===== src/rtl/up_down_counter.sv =====
// Up/down counter with shadowed start/end thresholds.
// Sawtooth mode counts start..end and wraps back to start; triangle mode
// bounces between the two thresholds. Arithmetic wraps modulo 2^NUM_BITS,
// so a start above end counts through the all-ones value back to zero.
module up_down_counter #(
  parameter int NUM_BITS = 16
) (
  input  logic                clk_i,
  input  logic                rstn_i,
  input  logic                ctrl_active_i,
  input  logic                ctrl_update_i,
  input  logic                ctrl_rst_i,
  input  logic [NUM_BITS-1:0] cfg_start_i,
  input  logic [NUM_BITS-1:0] cfg_end_i,
  input  logic                cfg_sawtooth_i,
  input  logic                event_i,
  output logic [NUM_BITS-1:0] counter_o,
  output logic                end_o,
  output logic                dir_o
);

  localparam logic [NUM_BITS-1:0] One = NUM_BITS'(1);

  logic [NUM_BITS-1:0] r_start_q, r_start_d;
  logic [NUM_BITS-1:0] r_end_q, r_end_d;
  logic                r_saw_q, r_saw_d;
  logic [NUM_BITS-1:0] counter_q, counter_d;
  logic                dir_q, dir_d;
  logic                end_q, end_d;

  logic at_end, at_start;
  assign at_end   = (counter_q == r_end_q);
  assign at_start = (counter_q == r_start_q);

  // Next-state: update beats restart beats a counting event; otherwise hold.
  always_comb begin
    r_start_d = r_start_q;
    r_end_d   = r_end_q;
    r_saw_d   = r_saw_q;
    counter_d = counter_q;
    dir_d     = dir_q;
    end_d     = 1'b0;
    if (ctrl_update_i) begin
      r_start_d = cfg_start_i;
      r_end_d   = cfg_end_i;
      r_saw_d   = cfg_sawtooth_i;
      counter_d = cfg_start_i;
      dir_d     = 1'b0;
    end else if (ctrl_rst_i) begin
      counter_d = r_start_q;
      dir_d     = 1'b0;
    end else if (ctrl_active_i && event_i) begin
      if (r_start_q == r_end_q) begin
        // Zero-length range: stay parked on start and flag every event.
        counter_d = r_start_q;
        dir_d     = 1'b0;
        end_d     = 1'b1;
      end else if (r_saw_q) begin
        dir_d = 1'b0;
        if (at_end) begin
          counter_d = r_start_q;
          end_d     = 1'b1;
        end else begin
          counter_d = counter_q + One;
        end
      end else if (!dir_q) begin
        if (at_end) begin
          dir_d     = 1'b1;
          counter_d = counter_q - One;
          end_d     = 1'b1;
        end else begin
          counter_d = counter_q + One;
        end
      end else begin
        if (at_start) begin
          dir_d     = 1'b0;
          counter_d = counter_q + One;
        end else begin
          counter_d = counter_q - One;
        end
      end
    end
  end

  // State registers; reset leaves a degenerate 0..0 sawtooth configuration.
  always_ff @(posedge clk_i or negedge rstn_i) begin
    if (!rstn_i) begin
      r_start_q <= '0;
      r_end_q   <= '0;
      r_saw_q   <= 1'b1;
      counter_q <= '0;
      dir_q     <= 1'b0;
      end_q     <= 1'b0;
    end else begin
      r_start_q <= r_start_d;
      r_end_q   <= r_end_d;
      r_saw_q   <= r_saw_d;
      counter_q <= counter_d;
      dir_q     <= dir_d;
      end_q     <= end_d;
    end
  end

  assign counter_o = counter_q;
  assign dir_o     = dir_q;
  assign end_o     = end_q;

endmodule


===== config.mk =====
export PLATFORM = sky130hd
export DESIGN_NAME = up_down_counter
export DESIGN_NICKNAME = d
export VERILOG_FILES = /design/src/rtl/up_down_counter.sv
export SDC_FILE = /design/constraint.sdc
export NUM_CORES = 1
export LEC_CHECK = 0
export BUFFER_PORTS_ARGS = -buffer_cell sky130_fd_sc_hd__buf_4
export CORE_MARGIN = 10
export CORE_UTILIZATION = 53
export CTS_CLUSTER_DIAMETER = 80
export DETAILED_ROUTE_END_ITERATION = 10
export GPL_TIMING_DRIVEN = 0
export PLACE_DENSITY = 0.73
export SLEW_MARGIN = 15
export SYNTH_ARGS = -nofsm -noshare
export SYNTH_HDL_FRONTEND = slang
export SYNTH_SLANG_ARGS = --single-unit

===== constraint.sdc =====
create_clock -name clk_i -period 5.9 [get_ports clk_i]
set_input_delay 0.295 -clock clk_i [delete_from_list [all_inputs] [get_ports clk_i]]
set_output_delay 0.295 -clock clk_i [all_outputs]
set_load 0.02 [all_outputs]

==> qor.csv <==
metric,value,unit
start_util,0.5552,
cts_hold_buf,0,
gp_congestion,0.9550,
synth.distinct_cells,65,
wl_per_cell,20.01,um
yosys_warnings,0,
ys_ff_latch,51,
htreeDepth,2,
cp-end-kind,flip-flop,
max_slew_margin,0.3732,
cts_buffer_depth,2,
hold_viol,0,
final_nets,484,
hp-class,in -> async,
ant_nets,0,
dr.pass1.iters,5,
synth_largest_area_cell,dfrtp_1,
drt-total-wl,10430,um
overflow,0,
grt_start_max_net_pins,52,
numCtsBuffers,5,
internal-power,0.0006464,W
cts_tree,done,
layout_common_cells,"60 x buf_4, 50 x dfrtp_1, 43 x xnor2_1",
clk_pin_slew_worst_paths,100,ps
worstSetupPathType,reg -> reg,
outcome,completed,
post_drt_via_cell_ratio,6.142,
antenna_found_initial,0,
synth_top_cell_area_share,0.3489,
cts-root-buf,clkbuf_8,
drcViolationCount,0,
cts.sinks,51,
power_leakage,1.818,nW
max_freq,355.2,MHz
nFillCells,559,
grt_pass1_wl,16440,um
maxCapViolations,0,
rows,29,
vias,3200,
ios,57,
synth_edf_count,0,
p_sw,0.0003653,W
finalSetupViolations,0,
slowest_stage,nor4_1,
track_usage,0.2012,
critPathTopFamily,simple AND/OR/NAND/NOR gates,
place_area,4103,um^2
syn_area,3586,um^2
drt_iter0_markers,259,
rsz0062_at_grt,no,
min_period,2815,ps
power_switching_share,0.3610,
pwr-share-comb,0.354,
fp.coreArea,6459,um^2
stdcell_area,4202,um^2
area_growth,17.17,%
cp_max_fo,10,
ir_worst_vdd,0.0001234,V
synth_area_leaders,"dfrtp_1 35%, xnor2_1 11%, mux2_2 6.9%, xor2_1 4.9%, nand2_1 2.9%",
post_cts.repair.setup_buffers,0,
die_w,102.3,um
tightest_slew,935.1,ps
crit_buf_inv,1,
power_density,240.8,nW/um^2
synth_nets,421,
final_common_cell,buf_4,
diodes,0,
grt_pass1_vias,3094,
synthCells,380,
finalMaxSlewViolations,0,
synthArstFlopShare,1.000,
die_area,10460,um^2
power.share.sequential,0.424,
p_clk_frac,0.222,
synth_sequential_area_ratio,0.3562,
dp_hpwl,8084,um
cpPeakStageDelay,770,ps
cp.arrival,3050,ps
finalCritPeriodShare,0.4772,
drive_gt1_frac,0.2703,
clock_latency,310,ps
fin_tns_setup,0,ps
skew,3.230,ps
dieHeight,102.3,um
synthFlopType,dfrtp_1,
port_buffers,56,
synth.avg_cell_area,9.437,um^2
ctsResizeCount,0,
path_cells,xnor2_1 -> nand4_1 -> nor4_1 -> a211o_1 -> buf_2 -> o21ai_0 -> o221a_1 -> o22ai_1,
critPathLaunchType,flip-flop,
critPathRequiredTime,6130,ps
## synth_stat cells, drive strengths merged, types with 3 or more instances
library cell	n
a221oi	3
clkbuf	10
a221o	3
a21o	5
mux2	22
nand2	29
inv	16
and2	8
nand2b	7
xor2	20
a211oi	3
buf	18
nor3	8
nor2	23
o221ai	3
nand4	14
a31oi	7
and3	3
dfrtp	50
a22oi	3
nor4	10
xnor2	43
nand3	10
a21oi	7
a2bb2oi	3
o21ai	18
## cell families (layout without fill, tap and decap cells)
kind of cell               count (synthesis)  count (layout)  share of synthesized area
adders and majority gates                  2               2                   0.006977
muxes                                     24              24                    0.07467
AOI/OAI and AO/OA                         77              77                     0.1616
DFF                                       51              51                     0.3562
buffers and inverters                     44             108                    0.06246
xor gates and xnor gates                  63              63                     0.1539
and+or+nand+nor                          119             119                     0.1842
## through the flow
step / std cells / setup WS (ps) / util / total power [W] / hold WS, ps
2_1_floorplan: 380 / 3568 / - / 0.0006740 / -0.5911
3_5_place_dp: 513 / 3203 / 0.6352 / 0.0007906 / 370.8
3_3_place_gp: 513 / 3181 / 0.6352 / 0.0007844 / 366.5
4_1_cts: 521 / 3171 / 0.6505 / 0.001013 / 37.72
5_1_grt: 521 / 2941 / 0.6505 / 0.001060 / 48.24
6_report: 521 / 3085 / 0.6505 / 0.001012 / 3.141
## cell type report
| type | count | area (um^2) | share of cell area |
|---|---|---|---|
| Multi-Input combinational cell | 285 | 2085 | 0.4961 |
| Sequential cell | 51 | 1277 | 0.3041 |
| Timing Repair Buffer | 56 | 420.4 | 0.1001 |
| Buffer | 28 | 163.9 | 0.03901 |
| Tap cell | 77 | 96.34 | 0.02293 |
| Clock buffer | 6 | 82.58 | 0.01965 |
| Inverter | 16 | 60.06 | 0.01429 |
| Clock inverter | 2 | 16.27 | 0.003871 |
## final timing paths
| check | from | endpoint | slack [ps] | depth (start not counted) |
|---|---|---|---|---|
| max reg2reg | r_end_q[12] | counter_o[7] | 3080 | 8 |
| min | rstn_i | counter_o[3] | 3 | 1 |
| min in group clk_i | ctrl_rst_i | end_o | 180 | 2 |
| min reg2reg | r_start_q[7] | r_start_q[7] | 570 | 1 |
| max in group asynchronous | rstn_i | r_start_q[4] | 5450 | 1 |
| max | r_end_q[12] | counter_o[7] | 3080 | 8 |
## layer usage
layer	vias up	global-route usage	share of wire
met1	1554	0.2653	0.43
met2	146	0.3269	0.47
met3	20	0.04049	0.075
li1	1480	-	-
met5	-	0	0
met4	0	0.05748	0.022
## sequential cells by signal, indices dropped and copies added (netlist names)
| register | flops |
|---|---|
| r_start_q | 16 |
| r_end_q | 16 |
| dir_o | 1 |
| counter_o | 16 |
| end_o | 1 |
| r_saw_q | 1 |
## power groups by stage
stage	clock [W]	combinational [W]	sequential, W
2_1_floorplan	0	0.000229	0.000445
3_3_place_gp	0	0.000351	0.000433
3_5_place_dp	0	0.000355	0.000435
4_1_cts	0.000227	0.000357	0.000429
5_1_grt	0.000239	0.000386	0.000435
6_report	0.000224	0.000358	0.000429
Note: power is estimated with default switching activity, not from simulation.
